**config.mk**
```make
export PLATFORM = sky130hd
export DESIGN_NAME = acc_feeder
export DESIGN_NICKNAME = d
export VERILOG_FILES = /design/src/rtl/acc_pkg.sv /design/src/rtl/acc_fifo.sv /design/src/rtl/acc_feeder.sv
export SDC_FILE = /design/constraint.sdc
export NUM_CORES = 1
export LEC_CHECK = 0
export CAP_MARGIN = 30
export CELL_PAD_IN_SITES_DETAIL_PLACEMENT = 0
export CELL_PAD_IN_SITES_GLOBAL_PLACEMENT = 2
export CORE_MARGIN = 1
export CORE_UTILIZATION = 44
export CTS_BUF_LIST = sky130_fd_sc_hd__clkbuf_8
export CTS_CLUSTER_SIZE = 24
export DETAILED_ROUTE_END_ITERATION = 7
export GPL_TIMING_DRIVEN = 0
export PLACE_DENSITY = 0.92
export SYNTH_ARGS = -nofsm -noshare
export SYNTH_HDL_FRONTEND = slang
export SYNTH_SLANG_ARGS = --single-unit
```
**constraint.sdc**
```tcl
create_clock -name clk -period 6.66 [get_ports clk]
set_input_delay 1.665 -clock clk [delete_from_list [all_inputs] [get_ports clk]]
set_output_delay 1.665 -clock clk [all_outputs]
set_load 0.02 [all_outputs]
```
**src/rtl/acc_pkg.sv**
```systemverilog
// Shared types and defaults for the accumulator operand feeder.
package acc_pkg;

  localparam int ACC_DATA_W = 16;

  typedef enum logic [1:0] {
    IDLE = 2'd0,
    RUN  = 2'd1,
    DONE = 2'd2
  } acc_feed_state_t;

endpackage

```
**src/rtl/acc_fifo.sv**
```systemverilog
// Synchronous FIFO with wrap-bit pointers; no write-to-read bypass,
// so a word pushed this cycle becomes visible at the head next cycle.
module acc_fifo
  import acc_pkg::*;
#(
  parameter int DATA_W = ACC_DATA_W,
  parameter int DEPTH  = 4
) (
  input  logic                     clk,
  input  logic                     reset,
  input  logic                     push,
  input  logic                     pop,
  input  logic [DATA_W-1:0]        din,
  output logic [DATA_W-1:0]        dout,
  output logic [$clog2(DEPTH):0]   count,
  output logic                     full,
  output logic                     empty
);

  localparam int AW = $clog2(DEPTH);

  logic [DATA_W-1:0] mem_r [DEPTH];
  logic [AW:0]       wr_ptr_r;
  logic [AW:0]       rd_ptr_r;

  // Pointer update; the extra top bit separates full from empty.
  always_ff @(posedge clk or negedge reset) begin
    if (!reset) begin
      wr_ptr_r <= {(AW+1){1'b0}};
      rd_ptr_r <= {(AW+1){1'b0}};
    end else begin
      if (push) begin
        wr_ptr_r <= wr_ptr_r + (AW+1)'(1);
      end
      if (pop) begin
        rd_ptr_r <= rd_ptr_r + (AW+1)'(1);
      end
    end
  end

  // Storage write.
  always_ff @(posedge clk) begin
    if (push) begin
      mem_r[wr_ptr_r[AW-1:0]] <= din;
    end
  end

  assign count = wr_ptr_r - rd_ptr_r;
  assign full  = (count == (AW+1)'(DEPTH));
  assign empty = (count == (AW+1)'(0));
  assign dout  = mem_r[rd_ptr_r[AW-1:0]];

endmodule

```
**src/rtl/acc_feeder.sv**
```systemverilog
// Feeds buffered operands to the Accumulator in programmed batches.
// Defining ACC_FEED_SUM_EN adds the issued_sum running-sum port.
module acc_feeder
  import acc_pkg::*;
#(
  parameter int DATA_W = ACC_DATA_W,
  parameter int DEPTH  = 4,
  parameter int CNT_W  = 8
) (
  input  logic                   clk,
  input  logic                   reset,
  input  logic [DATA_W-1:0]      in_data,
  input  logic                   in_valid,
  output logic                   in_ready,
  input  logic                   start,
  input  logic [CNT_W-1:0]       batch_len,
  output logic                   busy,
  output logic                   done,
  output logic [DATA_W-1:0]      acc_data,
  output logic                   acc_enable,
  output logic [$clog2(DEPTH):0] fifo_count
`ifdef ACC_FEED_SUM_EN
  ,
  output logic [DATA_W-1:0]      issued_sum
`endif
);

  acc_feed_state_t   state_r;
  acc_feed_state_t   next_state_s;
  logic [CNT_W-1:0]  remaining_r;
  logic              push_s;
  logic              pop_s;
  logic              load_s;
  logic              full_s;
  logic              empty_s;
  logic [DATA_W-1:0] head_s;
  logic [DATA_W-1:0] acc_data_r;
  logic              acc_enable_r;
  logic              done_r;

  // A full FIFO refuses a push even when a pop happens in the same cycle.
  assign push_s = in_valid && !full_s;

  acc_fifo #(
    .DATA_W(DATA_W),
    .DEPTH (DEPTH)
  ) u_fifo (
    .clk  (clk),
    .reset(reset),
    .push (push_s),
    .pop  (pop_s),
    .din  (in_data),
    .dout (head_s),
    .count(fifo_count),
    .full (full_s),
    .empty(empty_s)
  );

  // FSM state register.
  always_ff @(posedge clk or negedge reset) begin
    if (!reset) begin
      state_r <= IDLE;
    end else begin
      state_r <= next_state_s;
    end
  end

  // FSM next-state decode; the final pop of a batch heads straight to DONE.
  always_comb begin
    next_state_s = state_r;
    case (state_r)
      IDLE: begin
        if (start) begin
          if (batch_len != {CNT_W{1'b0}}) begin
            next_state_s = RUN;
          end else begin
            next_state_s = DONE;
          end
        end else begin
          next_state_s = IDLE;
        end
      end
      RUN: begin
        if (!empty_s && (remaining_r == CNT_W'(1))) begin
          next_state_s = DONE;
        end else begin
          next_state_s = RUN;
        end
      end
      DONE:    next_state_s = IDLE;
      default: next_state_s = IDLE;
    endcase
  end

  // FSM control outputs.
  always_comb begin
    pop_s  = 1'b0;
    load_s = 1'b0;
    case (state_r)
      IDLE:    load_s = start && (batch_len != {CNT_W{1'b0}});
      RUN:     pop_s  = !empty_s;
      DONE:    pop_s  = 1'b0;
      default: pop_s  = 1'b0;
    endcase
  end

  // Batch counter and registered accumulator-facing outputs.
  always_ff @(posedge clk or negedge reset) begin
    if (!reset) begin
      remaining_r  <= {CNT_W{1'b0}};
      acc_data_r   <= {DATA_W{1'b0}};
      acc_enable_r <= 1'b0;
      done_r       <= 1'b0;
    end else begin
      if (load_s) begin
        remaining_r <= batch_len;
      end else if (pop_s && (remaining_r != {CNT_W{1'b0}})) begin
        remaining_r <= remaining_r - CNT_W'(1);
      end
      if (pop_s) begin
        acc_data_r <= head_s;
      end
      acc_enable_r <= pop_s;
      done_r       <= (state_r == DONE);
    end
  end

`ifdef ACC_FEED_SUM_EN
  logic [DATA_W-1:0] sum_r;

  // Running sum tracks what the downstream accumulator will hold.
  always_ff @(posedge clk or negedge reset) begin
    if (!reset) begin
      sum_r <= {DATA_W{1'b0}};
    end else if (pop_s) begin
      sum_r <= sum_r + head_s;
    end
  end

  assign issued_sum = sum_r;
`endif

  assign in_ready   = !full_s;
  assign busy       = (state_r != IDLE);
  assign done       = done_r;
  assign acc_data   = acc_data_r;
  assign acc_enable = acc_enable_r;

endmodule
```
# After elaboration in Yosys (flattened, before gate mapping)
# Memories as Yosys holds them, arrays and structs flattened. A register that Yosys moved wholly into a read port is not among the register bits.
# Cells that the tools add are included.
[word_totals] wordCells=38 memories=1 in_bits=28 regBits=18 ram_bits=64 output_inout_bits=23
[memory_table] name="u_fifo.mem_r" depth=4 word_bits=16 rd=1 rd_ports_with_merged_regs=1 wr=1 line="acc_fifo.sv:22" text="logic [DATA_W-1:0] mem_r [DEPTH];"
[classes] n_reduce_logical=13 addsub=4 eq_ne=4 mux=10
[ops] op="$mux 8" n=2
[ops] op="$reduce_bool 8->1" n=2
[ops] op="$eq 8x1->1 const B" n=1
[ops] op="$sub 8x1->8 const B" n=1
[ops] op="$add 3x1->3 const B" n=2
[ops] op="$mux 2" n=3
[ops] op="$logic_and 1x1->1" n=4
[ops] op="$mux 1" n=4
[ops] op="$pmux 2 s2" n=1
[ops] op="$reduce_bool 2->1" n=2
[ops] op="$eq 3x3->1 const B" n=1
[ops] op="$logic_not 1->1" n=3
[ops] op="$logic_not 3->1" n=1
[ops] op="$sub 3x3->3" n=1
[ops] op="$eq 2x1->1 const B" n=1
[ops] op="$eq 2x2->1 const B" n=1
[ops] op="$logic_not 2->1" n=1

# Logic depth before layout (Yosys ltp)
# Gate-level depths: netlist of run 1.
[logic_depth] ltp_word=7 depth_mapped=9 depth_no_buf=8

# Modules after synthesis
# Synthesis of run 1 repeated with hierarchy kept, for this count alone.
[hier_totals] cells_unflattened=257 area_unflattened_um2=4062.6
[modules_own_cells] mod="acc_fifo" cells_each=117 area_per_inst_um2=2731.4 seq_area_each_um2=2072.0 instances=1
[modules_own_cells] mod="acc_feeder" cells_each=140 area_per_inst_um2=1331.3 seq_area_each_um2=700.7 instances=1

# Worst setup path before layout of run 1
# OpenSTA, ideal clock, no wires.
[synth_timing] kind="reg-to-output" start="register u_fifo.wr_ptr_r[0]" end="output in_ready" arrival_ns=1.694 slack_ns=3.301 path_stages_with_launch=6 path_buffers=0 t_required_ns=4.995 path_cell_list="dfrtp_1 > inv_1 > ha_1 > fa_1 > xor3_2 > nand2_1"
[synth_between] elab_chain_len=3
[synth_lines] element="start, declared" line="acc_fifo.sv:23" text="logic [AW:0] wr_ptr_r;"
[synth_lines] element="start signal, assigned" line="acc_fifo.sv:29" text="wr_ptr_r <= {(AW+1){1'b0}};"
[synth_lines] element="start signal, assigned" line="acc_fifo.sv:33" text="wr_ptr_r <= wr_ptr_r + (AW+1)'(1);"
[synth_lines] element="$sub 3x3->3" line="acc_fifo.sv:48" text="assign count = wr_ptr_r - rd_ptr_r;"
[synth_lines] element="via fifo_count[2]" line="acc_feeder.sv:21" text="output logic [$clog2(DEPTH):0] fifo_count"
[synth_lines] element="$eq 3x3->1" line="acc_fifo.sv:49" text="assign full = (count == (AW+1)'(DEPTH));"
[synth_lines] element="$logic_not 1->1" line="acc_feeder.sv:143" text="assign in_ready = !full_s;"
[synth_lines] element="end, declared" line="acc_feeder.sv:14" text="output logic in_ready,"
# The timed path passes the listed nets, and every way through them passes these cells.

# Final worst setup path of run 1
[layout_timing] start="register u_fifo.wr_ptr_r[0]" end="output in_ready"
[layout_between] elab_chain_len=3
[layout_lines] element="$sub 3x3->3" line="acc_fifo.sv:48"
[layout_lines] element="$eq 3x3->1" line="acc_fifo.sv:49"
[layout_lines] element="$logic_not 1->1" line="acc_feeder.sv:143"
# No other way between the ends.

==> results.txt, run 1 <==
----------------------------------------------------
[Finish]
  Area grow syn2layout ... 20.82%
  Post-route standard cell area excluding fillers ... a little under 5000 µm²
  Filler cells ... about 740
  Diode insertion count for antenna repair ... 0
  Net count of the finished layout ... 364
  Fraction of layout instances using a drive strength above 1 ... ~14%

[Timing]
  Number of failing setup endpoints in the final timing report ... 0
  Unrepaired setup endpoints after global routing ... no
  Max Clock Skew ... 0.007097 ns
  Final slew viol count ... 0
  Fin crit share ... 63.55%
  Final Hold Vio Count ... 0
  Final TNS setup ... 0 ns
  Max Freq ... about 240 MHz
  Slew at the pin closest to its max-slew limit ... 0.8752 ns
  Worst-case headroom to the max-slew limit ... 41.66%
  Min Clock Period, post-route ... 4.233 ns

[Critical path]
  Reg-to-reg slack, setup ... 3.57 ns
  Maximum cell stage delay along the critical path ... about 0.6 ns
  Critical path startpoint category ... flop
  Slowest cell on the critical path ... sky130_fd_sc_hd__clkdlybuf4s50_1
  Cell depth of the worst flop-to-flop path ... 6
  Startpoint of the worst setup timing path ... u_fifo.wr_ptr_r[0]
  Critical R2R Capture ... u_fifo.mem_r[2][3]
  Worst endpoint required time ... 4.99 ns
  Crit. End Element ... output port
  Startpoint of the worst register-to-register path ... u_fifo.wr_ptr_r[0]
  Cells along the critical path ... inv_1, ha_1, fa_1, xor3_2, nand2_1, clkdlybuf4s50_1
  Classification of the worst setup path ... flop to output port
  Arrival time at the worst endpoint ... approximately 2.6 ns
  Crit path max fanout ... 5
  Capturing instance or port of the critical path ... in_ready

[Clock network]
  Hold buffers post-CTS ... 0
  Sink Count ... 98
  CTS root buf ... sky130_fd_sc_hd__clkbuf_8
  Skew-Pair Late Insertion Delay ... 0.35 ns
  Count of cells resized by post-cts repair ... 0
  Clock tree from TritonCTS ... done
  Number of post-CTS setup repair buffers ... 0
  Cts bufs inserted ... 9
  Largest buffer count on any clock path ... 2
  Clock transition time at the flip-flop clock pins of the worst setup and hold paths ... 0.09 ns
  H-tree levels ... 3

[Place]
  Gpl congestion ... 0.7377
  Half-perimeter wire length after placement ... 4657 µm
  Number of port buffers ... 50
  Placed Area ... 4644 µm²

[Pwr]
  Sequential group share of total power ... 38.9%
  Clock share of power ... ~14%
  Max IR drop VDD ... between 0.15 and 0.2 mV
  Power share of the combinational group ... between 40% and 50%
  P per Cell Area ... about 500 nW/µm²
  Internal power ... about 1.5 mW
  Switching fraction of total power ... around two fifths
  LEAKAGE ... 1.829 nW
  Switching power ... 965.8 µW

[GRT]
  Vias in the first global route ... 2225
  Gr usage total ... 15.87%
  Global-route wire length before repair ... 11560 µm
  Total grt overflow ... 0
  Antenna violations before repair ... 0
  Largest net degree at the start of global routing ... 35

[Floorplanning]
  Site row count ... 34
  Height of the die ... approximately 98 µm
  Placeable core region ... 8763 µm²
  I/O pins ... 51
  DIE AREA ... 9508 µm²
  Overall die width ... 97.51 µm
  Initial Util ... 45.80%

[Detailed routing]
  WL per Instance ... 16.01 µm
  Detailed router's first-iteration violation count ... 140
  Total wirelength of the detailed-routed design ... 7044 µm
  Remaining number of nets flagged by the antenna check after routing ... 0
  Number of optimization iterations in the first detailed-route pass ... 4
  Via density ... 5.205
  DRC ... 0
  Total via count in the routed design ... 2290

[Yosys]
  Share of synthesized area occupied by flip-flops and latches ... 69.08%
  Synthesized Nets ... 302
  Number of instances in the synthesized netlist ... about 270
  Top cells by count, synth ... sky130_fd_sc_hd__edfxtp_1, sky130_fd_sc_hd__nand2_1, sky130_fd_sc_hd__dfrtp_1
  Most instantiated flip-flop cell in the synthesis netlist ... sky130_fd_sc_hd__edfxtp_1
  Number of unique standard cell types used by synthesis ... 44
  Synthesized cell area ... about 4000 µm²
  Area fraction of the dominant cell type after synthesis ... 47.88%
  Cell types with the largest area share after synthesis ... sky130_fd_sc_hd__edfxtp_1, sky130_fd_sc_hd__dfrtp_1, sky130_fd_sc_hd__mux4_2
  Number of enable-type register cells in the synthesized netlist ... 64
  FFs w/ async S/R, synth ... 34.69%
  Avg Inst Size Synth ... 15.15 µm²
  Top-count cell post-synth ... sky130_fd_sc_hd__edfxtp_1
  Synth Register Bits ... 98
  Number of warnings issued by yosys ... 0
  Synth area leader ... sky130_fd_sc_hd__edfxtp_1

[Outcome]
  Outcome ... finished clean

[Job]
  Reported max-cap violation count ... 0

[Min path]
  Worst hold path class ... flop to flop

----------------------------------------------------
-- worst min path at each step --
stage	from	to	slack [ns]	cells after the start
floorplan	u_fifo.rd_ptr_r[2]	u_fifo.rd_ptr_r[2]	0.46	1
global placement	acc_data[7]	acc_data[7]	0.46	2
detailed placement	acc_data[10]	acc_data[10]	0.47	2
CTS	state_r[0]	done	0.49	1
global route	state_r[0]	done	0.50	1
finish	state_r[0]	done	0.48	1
-- critical path: cells and delay by family (launching register included) --
family / cells / cell delay, ns
DFF: 1 / 0.38
adders and majority gates: 2 / 0.57
xor gates and xnor gates: 1 / 0.47
and+or+nand+nor: 1 / 0.09
buffers and inverters: 2 / 0.71
-- metal layers --
layer | track usage, % | share of wire, % | up-vias
met2 | 26.36 | 52 | 53
met5 | 0 | 0 | -
li1 | - | - | 1104
met4 | 5.430 | 0.78 | 0
met3 | 2.878 | 4.8 | 6
met1 | 21.15 | 43 | 1127
-- logic make-up after synthesis --
| group | share of synthesized area, % |
|---|---|
| AOI/OAI and AO/OA | 5.018 |
| xor gates and xnor gates | 1.496 |
| adders and majority gates | 2.993 |
| buffers and inverters | 1.714 |
| DFF | 69.08 |
| muxes | 8.978 |
| and+or+nand+nor | 10.72 |
-- power groups by stage --
stage	clock (mW)	combinational (mW)	sequential (mW)
6_report	0.346	1.18	0.972
5_1_grt	0.381	1.31	0.994
4_1_cts	0.357	1.19	0.975
3_5_place_dp	0	1.19	0.987
3_3_place_gp	0	1.17	0.981
2_1_floorplan	0	0.740	1.02
-- cells in the final DEF, fill, tap and decap left out, types with 3 or more instances in the layout --
master / instances
sky130_fd_sc_hd__dfrtp_1: 34
sky130_fd_sc_hd__o21ai_0: 5
sky130_fd_sc_hd__xnor2_1: 3
sky130_fd_sc_hd__clkbuf_8: 9
sky130_fd_sc_hd__clkbuf_1: 3
sky130_fd_sc_hd__and2_1: 5
sky130_fd_sc_hd__nor4_1: 3
sky130_fd_sc_hd__mux4_2: 16
sky130_fd_sc_hd__nand2_1: 58
sky130_fd_sc_hd__nor2_1: 10
sky130_fd_sc_hd__inv_1: 6
sky130_fd_sc_hd__ha_1: 8
sky130_fd_sc_hd__buf_2: 5
sky130_fd_sc_hd__edfxtp_1: 64
sky130_fd_sc_hd__a21oi_1: 3
sky130_fd_sc_hd__nand3_1: 5
sky130_fd_sc_hd__clkdlybuf4s50_1: 49
sky130_fd_sc_hd__a31oi_1: 4
-- registers in the layout, indices dropped and copies added (netlist names) --
signal,cells
acc_data,16
acc_enable,1
done,1
remaining_r,8
state_r,2
u_fifo.mem_r,64
u_fifo.rd_ptr_r,3
u_fifo.wr_ptr_r,3
-- final cells by class --
| class | count | area, µm² | area share, % |
|---|---|---|---|
| plain buffers | 9 | 42.54 | 0.8772 |
| clock buffers | 9 | 123.9 | 2.554 |
| clock inverters | 7 | 53.80 | 1.109 |
| inverters | 7 | 26.28 | 0.5418 |
| multi-input cells | 151 | 1172 | 24.17 |
| flip-flops and latches | 98 | 2773 | 57.17 |
| well taps | 108 | 135.1 | 2.786 |
| repair buffers | 51 | 523.0 | 10.78 |
-- per-stage QoR --
stage | setup WS [ns] | utilization (%) | hold WS, ns | cells | total power, mW
2_1_floorplan | 3.301 | - | 0.4555 | 265 | 1.763
5_1_grt | 2.299 | 55.34 | 0.5042 | 440 | 2.687
4_1_cts | 2.385 | 55.03 | 0.4882 | 439 | 2.526
6_report | 2.427 | 55.34 | 0.4840 | 440 | 2.497
3_3_place_gp | 2.802 | 53.06 | 0.4610 | 423 | 2.150
3_5_place_dp | 2.788 | 53.00 | 0.4678 | 423 | 2.177
Note: power is estimated with default switching activity, not from simulation.
==> inputs of run 2 (changes only) <==
--- a/config.mk
+++ b/config.mk
@@ -9,12 +9,12 @@
 export CELL_PAD_IN_SITES_DETAIL_PLACEMENT = 0
 export CELL_PAD_IN_SITES_GLOBAL_PLACEMENT = 2
 export CORE_MARGIN = 1
-export CORE_UTILIZATION = 44
+export CORE_UTILIZATION = 41
 export CTS_BUF_LIST = sky130_fd_sc_hd__clkbuf_8
 export CTS_CLUSTER_SIZE = 24
 export DETAILED_ROUTE_END_ITERATION = 7
 export GPL_TIMING_DRIVEN = 0
-export PLACE_DENSITY = 0.92
+export PLACE_DENSITY = 0.87
 export SYNTH_ARGS = -nofsm -noshare
 export SYNTH_HDL_FRONTEND = slang
 export SYNTH_SLANG_ARGS = --single-unit
==> constraint.sdc (replaced) <==
create_clock -name clk -period 4.1 [get_ports clk]
set_input_delay 1.025 -clock clk [delete_from_list [all_inputs] [get_ports clk]]
set_output_delay 1.025 -clock clk [all_outputs]
set_load 0.02 [all_outputs]
==> results.txt, run 2 (synthesis results as in run 1) <==
----------------------------------------------------
[Outcome]
  Outcome ... finished clean

[Timing]
  Max Clock Skew ... 0.01141 ns (+0.004317 ns)
  Worst-case headroom to the max-slew limit ... 36.33% (-5.3 points)
  Slack of the critical path ... 0.4692 ns (-1.958 ns)
  Max Freq ... about 280 MHz
  Final slew viol count ... 0 (unchanged)
  Min Clock Period, post-route ... 3.631 ns
  Slew at the pin closest to its max-slew limit ... 0.9550 ns (+0.07988 ns)
  Fin crit share ... 88.56%
  Final TNS setup ... 0 ns (unchanged)
  Unrepaired setup endpoints after global routing ... no
  Number of failing setup endpoints in the final timing report ... 0 (unchanged)
  Final Hold Vio Count ... 0 (unchanged)

[Floorplanning]
  I/O pins ... 51 (unchanged)
  Height of the die ... 100.9 µm (+3.5%)
  DIE AREA ... 10190 µm² (+7.2%)
  Site row count ... 35 (+2.9%)
  Initial Util ... 42.83% (-3.0 points)
  Overall die width ... 100.9 µm (+3.5%)
  Placeable core region ... 9371 µm² (+6.9%)

[Finish]
  Commonest non-fill, non-tap cells in the layout ... sky130_fd_sc_hd__edfxtp_1, sky130_fd_sc_hd__nand2_1, sky130_fd_sc_hd__clkdlybuf4s50_1, sky130_fd_sc_hd__dfrtp_1, sky130_fd_sc_hd__mux4_2
  Area grow syn2layout ... 21.88%
  Number of flip-flops in the largest register ... 64 (unchanged)
  Net count of the finished layout ... 363 (-0.27%)
  Most common library cell in the layout ignoring fill and taps ... sky130_fd_sc_hd__edfxtp_1
  Diode insertion count for antenna repair ... 0 (unchanged)
  Post-route standard cell area excluding fillers ... 4892 µm² (+0.88%)
  Post-layout util ... 52.20% (-3.1 points)
  Fraction of layout instances using a drive strength above 1 ... 14.20% (+0.043 points)
  Non-filler instance count after layout ... 460 (+4.5%)

[Detailed routing]
  Via density ... 4.957 (-4.8%)
  Total via count in the routed design ... 2280 (-0.44%)
  Met3 wirelength from detailed routing ... 336 µm (-1.5%)
  Detailed router's first-iteration violation count ... 65 (-54%)
  WL per Instance ... 16.22 µm (+1.3%)
  Remaining number of nets flagged by the antenna check after routing ... 0 (unchanged)
  Total wirelength of the detailed-routed design ... 7463 µm (+5.9%)
  Met2 routed wirelength ... 3829 µm (+4.8%)
  DRC ... 0 (unchanged)
  Number of optimization iterations in the first detailed-route pass ... 4 (unchanged)
  Total routed wire length on the met1 layer ... 3209 µm (+7.2%)
  Top layer reached by signal wires ... met4

[Pwr]
  Switching fraction of total power ... 38.48% (-0.21 points)
  Switching power ... 1.601 mW (+66%)
  Power share of the combinational group ... 46.0% (-1.2 points)
  Sequential group share of total power ... 38.1% (-0.8 points)
  Clock share of power ... 15.9% (+2.0 points)
  LEAKAGE ... 1.840 nW (+0.60%)
  Internal power ... 2.560 mW (+67%)
  P per Cell Area ... 850.5 nW/µm² (+65%)
  Max IR drop VDD ... 0.3031 mV (+64%)

[Place]
  Number of port buffers ... 50 (unchanged)
  Number of cells after detailed placement ... 444 (+5.0%)
  Placed Area ... 4671 µm² (+0.57%)
  Gpl congestion ... 0.8120 (+10%)
  Half-perimeter wire length after placement ... 4885 µm (+4.9%)
  Worst slack at placement ... 0.8825 ns (-1.906 ns)

[Critical path]
  Classification of the worst setup path ... flop to output port
  Critical path startpoint category ... flop
  Crit path max fanout ... 5 (unchanged)
  Cell depth of the worst setup path ... 6 (unchanged)
  Cell depth of the worst flop-to-flop path ... 6 (unchanged)
  Cells along the critical path ... inv_1, ha_1, fa_1, xor3_2, nand2_1, clkdlybuf4s50_1
  Buf+Inv Stages, Crit Path ... 2 (unchanged)
  Slowest cell on the critical path ... sky130_fd_sc_hd__clkdlybuf4s50_1
  Arrival time at the worst endpoint ... 2.61 ns (+0.04 ns)
  Family with the most delay on the worst path ... buffers and inverters
  Crit. End Element ... output port
  Maximum cell stage delay along the critical path ... 0.59 ns (about the same)
  Worst endpoint required time ... 3.07 ns (-1.92 ns)

[Clock network]
  Cts bufs inserted ... 9 (unchanged)
  Hold buffers post-CTS ... 0 (unchanged)
  CTS root buf ... sky130_fd_sc_hd__clkbuf_8
  Largest buffer count on any clock path ... 2 (unchanged)
  Clock transition time at the flip-flop clock pins of the worst setup and hold paths ... 0.09 ns (about the same)
  Count of cells resized by post-cts repair ... 0 (unchanged)
  Number of post-CTS setup repair buffers ... 0 (unchanged)
  Skew-Pair Late Insertion Delay ... 0.36 ns (about the same)
  H-tree levels ... 3 (unchanged)
  Sink Count ... 98 (unchanged)
  Clock tree from TritonCTS ... done

[Job]
  Reported max-cap violation count ... 0 (unchanged)

[GRT]
  Largest net degree at the start of global routing ... 35 (unchanged)
  Total grt overflow ... 0 (unchanged)
  Global-route wire length before repair ... 12040 µm (+4.2%)
  Antenna violations before repair ... 0 (unchanged)
  Vias in the first global route ... 2308 (+3.7%)
  Gr usage total ... 16.33% (+0.46 points)

[Min path]
  Cell count of the worst hold path ... 2 (+1)
  Worst hold path class ... flop to flop

----------------------------------------------------
run 2: cell types whose count changed in the layout (fill, tap and decap cells not counted):
cell,before,now
sky130_fd_sc_hd__clkbuf_8,9,10
sky130_fd_sc_hd__clkinvlp_4,1,0
sky130_fd_sc_hd__clkinv_2,1,0
sky130_fd_sc_hd__clkinv_8,0,1
sky130_fd_sc_hd__clkinv_1,1,0
sky130_fd_sc_hd__buf_16,1,0
sky130_fd_sc_hd__bufinv_16,0,1
run 2: through the flow:
| step | power (mW) | hold slack (ns) |
|---|---|---|
| floorplan | 2.864 | 0.4555 |
| global placement | 3.502 | 0.4611 |
| detailed placement | 3.552 | 0.4663 |
| CTS | 4.218 | 0.4901 |
| global route | 4.493 | 0.5234 |
| finish | 4.161 | 0.4869 |
run 2: worst paths after layout:
kind	endpoint	start	slack [ns]
setup / recovery	in_ready	u_fifo.wr_ptr_r[0]	0.47
hold / removal	acc_data[4]	acc_data[4]	0.49
setup reg to reg	u_fifo.mem_r[3][0]	u_fifo.wr_ptr_r[0]	0.93
hold reg to reg	acc_data[4]	acc_data[4]	0.49
max in group asynchronous	acc_data[5]	reset	2.82
min in group asynchronous	done	reset	0.74
run 2: power groups by stage:
stage	Clock [mW]	Sequential [mW]	Combinational [mW]
after floorplan	0	1.66	1.20
after CTS	0.678	1.59	1.95
after global placement	0	1.59	1.91
final	0.662	1.58	1.91
after detailed placement	0	1.61	1.95
after global routing	0.717	1.62	2.16
run 2: worst min-delay path: cells and delay by family, from the launching register on:
| kind | cells | cell delay [ns] |
|---|---|---|
| flip-flops | 1 | 0.36 |
| AND/OR/NAND/NOR | 2 | 0.10 |
run 2: final cells by class:
cell class	count	area (µm²)
multi-input cells	151	1172
flip-flops and latches	98	2773
repair buffers	50	495.5
well taps	129	161.4
clock inverters	6	83.83
clock buffers	10	137.6
plain buffers	9	42.54
inverters	7	26.28
fillers	826	4479
run 2: routing by layer:
metal	vias up	global-route usage [%]
li1	1103	-
met4	0	4.682
met3	6	4.785
met5	-	0
met1	1119	20.14
met2	52	27.98
==> inputs of run 3 (changes only) <==
--- a/config.mk
+++ b/config.mk
@@ -15,6 +15,7 @@
 export DETAILED_ROUTE_END_ITERATION = 7
 export GPL_TIMING_DRIVEN = 0
 export PLACE_DENSITY = 0.87
+export SETUP_SLACK_MARGIN = 0.1
 export SYNTH_ARGS = -nofsm -noshare
 export SYNTH_HDL_FRONTEND = slang
 export SYNTH_SLANG_ARGS = --single-unit
==> results of run 3 <==
Final layout, timing and power as in run 2 (identical DEF).
==> RTL edit (config.mk and constraints of run 1) <==
Re-encode `acc_feed_state_t` (3 states) as one-hot, 3 bits wide.
--- a/src/rtl/acc_pkg.sv
+++ b/src/rtl/acc_pkg.sv
@@ -3,10 +3,10 @@
 
   localparam int ACC_DATA_W = 16;
 
-  typedef enum logic [1:0] {
-    IDLE = 2'd0,
-    RUN  = 2'd1,
-    DONE = 2'd2
+  typedef enum logic [2:0] {
+    IDLE = 3'b001,
+    RUN  = 3'b010,
+    DONE = 3'b100
   } acc_feed_state_t;
 
 endpackage
Formal check against the unedited RTL: same outputs for any inputs over 10 cycles, from zero or initial values and one cycle with reset low; not proved beyond that.
==> RTL edit against run 1 <==
  * Combinational power shrank 27%
  * Sequential cell count increased by 1
  * Critical path depth is the same
  * Synthesized cell count up 0.38%
  * The run now ends with design-rule violations left
  * Sequential power down 2%
  * Fmax rose by 3.5%
  * Critical endpoint unchanged
  * Clock power is 16% higher
  * Setup slack improved by 0.14 ns
  * Routed wire length is 6.8% higher
  * Die area rose by 0.76%
  * Final cell count did not move
  * Cell area rose by 0.80%
  * Largest power group is now sequential cells
  * Area after synthesis is 0.78% higher
  * Total power down 11%
==> RTL edit: results (changes against run 1) <==
Run status
  • Run status: finished with violations
  • Failing checks: design-rule violations

Clock network
  • Skew-Pair Late Insertion Delay: 0.37 ns (+0.02 ns)
  • Clk slew on worst S/H paths: 0.10 ns

Global routing
  • Gr usage total: 0.170 (+0.0117)
  • Vias in the first global route: 2368 (+6.4%)
  • Largest net degree at the start of global routing: 36 (+2.9%)
  • Global-route wire length before repair: 12100 um (+5.1%)
  • GR Util met1: 0.210 (-0.00182)
  • Met2 Resource Use GR: 0.296 (+0.0322)
  • Met3 Use GR: 0.0415 (+0.0127)

Logic synthesis
  • Post-synthesis sequential area ratio: 0.692 (+0.00115)
  • Post-synth top cells: edfxtp_1, nand2_1, dfrtp_1
  • Post-synth cell types: 40 (-9.1%)
  • Synth top area share: 0.475 (-0.00370)
  • Post-Syn Nets: 303 (+0.33%)
  • Synth area leaders: edfxtp_1, dfrtp_1, mux4_2, nand2_1, ha_1
  • Async set-or-reset flop fraction in the synthesized netlist: 0.354 (+0.00660)

Critical path
  • Reg2Reg Depth: 9 (+3)
  • R2r endpoint: acc_data[4]
  • R2R setup slack: 3.63 ns (+0.06 ns)

Power and ir drop
  • VDD IR max: 0.000186 V (+0.91%)
  • P_leak: 1.84 nW (+0.39%)

Finish
  • Fillcell total: 739 (+0.14%)
  • Layout cells sized above 1: 0.154 (+0.0120)

Route
  • Via count: 2320 (+1.3%)
  • 1st-iter DRT viols: 89 (-36%)
  • DRT Wirelength: 7520 um (+6.8%)
  • Number of iterations in the first detailed-routing pass: 6 (+2)
  • Drt drc: 2 (+2)

Timing
  • Clk_skew: 0.0145 ns (+0.00741 ns)
  • Slew HR: 0.387 (-0.0293)

Worst hold path
  • Hold_sp: state_r[1]

Placed design
  • RD Place Congestion: 0.741 (+0.39%)
  • HPWL after DPL: 4880 um (+4.8%)
  • Cell Area, Placed: 4680 um2 (+0.67%)
## RTL edit: cell count changes in the layout (fill, tap and decap cells not counted), moves of 3 or more
cell,change
a21oi_1,-3
or4_1,+3
nand2_1,-3
or3_2,+3
a31oi_1,+4
## RTL edit: where the power goes
part	total (mW)	internal [mW]	switching, mW
Combinational	0.862	0.398	0.464
Sequential	0.954	0.861	0.0929
Clock	0.403	0.182	0.221
## RTL edit: cell type report
cell class | count | area (um2) | share of cell area
Multi-Input combinational cell | 148 | 1150 | 0.234
Tap cell | 108 | 135 | 0.0276
Buffer | 11 | 70.1 | 0.0143
Inverter | 8 | 30.0 | 0.00614
Clock buffer | 9 | 124 | 0.0253
Sequential cell | 99 | 2800 | 0.573
Clock inverter | 7 | 88.8 | 0.0182
Timing Repair Buffer | 50 | 495 | 0.101
## RTL edit: worst max-delay path, stage by stage, from the launching register on
cell and delay [ns]:
dfrtp_1 0.39, inv_1 0.11, ha_1 0.20, fa_1 0.37, xor3_2 0.29, nand3_1 0.11
clkdlybuf4s50_1 0.60
## RTL edit: layer usage
metal	share of wire	wire, um
met5	0	0
met4	0.014	104
met2	0.52	3900
met3	0.038	285
met1	0.43	3230
## RTL edit: through the flow
step / std cells / hold WS [ns] / worst slack, ns / utilization / power, mW
2_1_floorplan: 266 / 0.436 / 3.46 / - / 1.51
3_3_place_gp: 424 / 0.458 / 2.85 / 0.532 / 1.83
3_5_place_dp: 424 / 0.462 / 2.86 / 0.531 / 1.85
4_1_cts: 440 / 0.473 / 2.54 / 0.555 / 2.25
5_1_grt: 440 / 0.496 / 2.46 / 0.555 / 2.36
6_report: 440 / 0.472 / 2.57 / 0.555 / 2.22
## RTL edit: how the worst max path moves through the flow
| stage | to | startpoint | slack, ns | depth (start not counted) |
|---|---|---|---|---|
| finish | in_ready | u_fifo.wr_ptr_r[0] | 2.57 | 6 |
| global route | in_ready | u_fifo.wr_ptr_r[0] | 2.46 | 6 |
| CTS | in_ready | u_fifo.wr_ptr_r[0] | 2.54 | 6 |
| detailed placement | u_fifo.mem_r[3][8] | in_valid | 2.86 | 4 |
| global placement | u_fifo.mem_r[3][8] | in_valid | 2.85 | 4 |
| floorplan | in_ready | u_fifo.wr_ptr_r[0] | 3.46 | 5 |
## RTL edit: cells by family after synthesis
family	count (synthesis)	share of synthesized area
flops	99	0.692
simple gates	95	0.113
compound gates	23	0.0368
buf+inv	19	0.0247
mux	16	0.0891
fa+ha+maj	9	0.0297
xor+xnor	5	0.0148
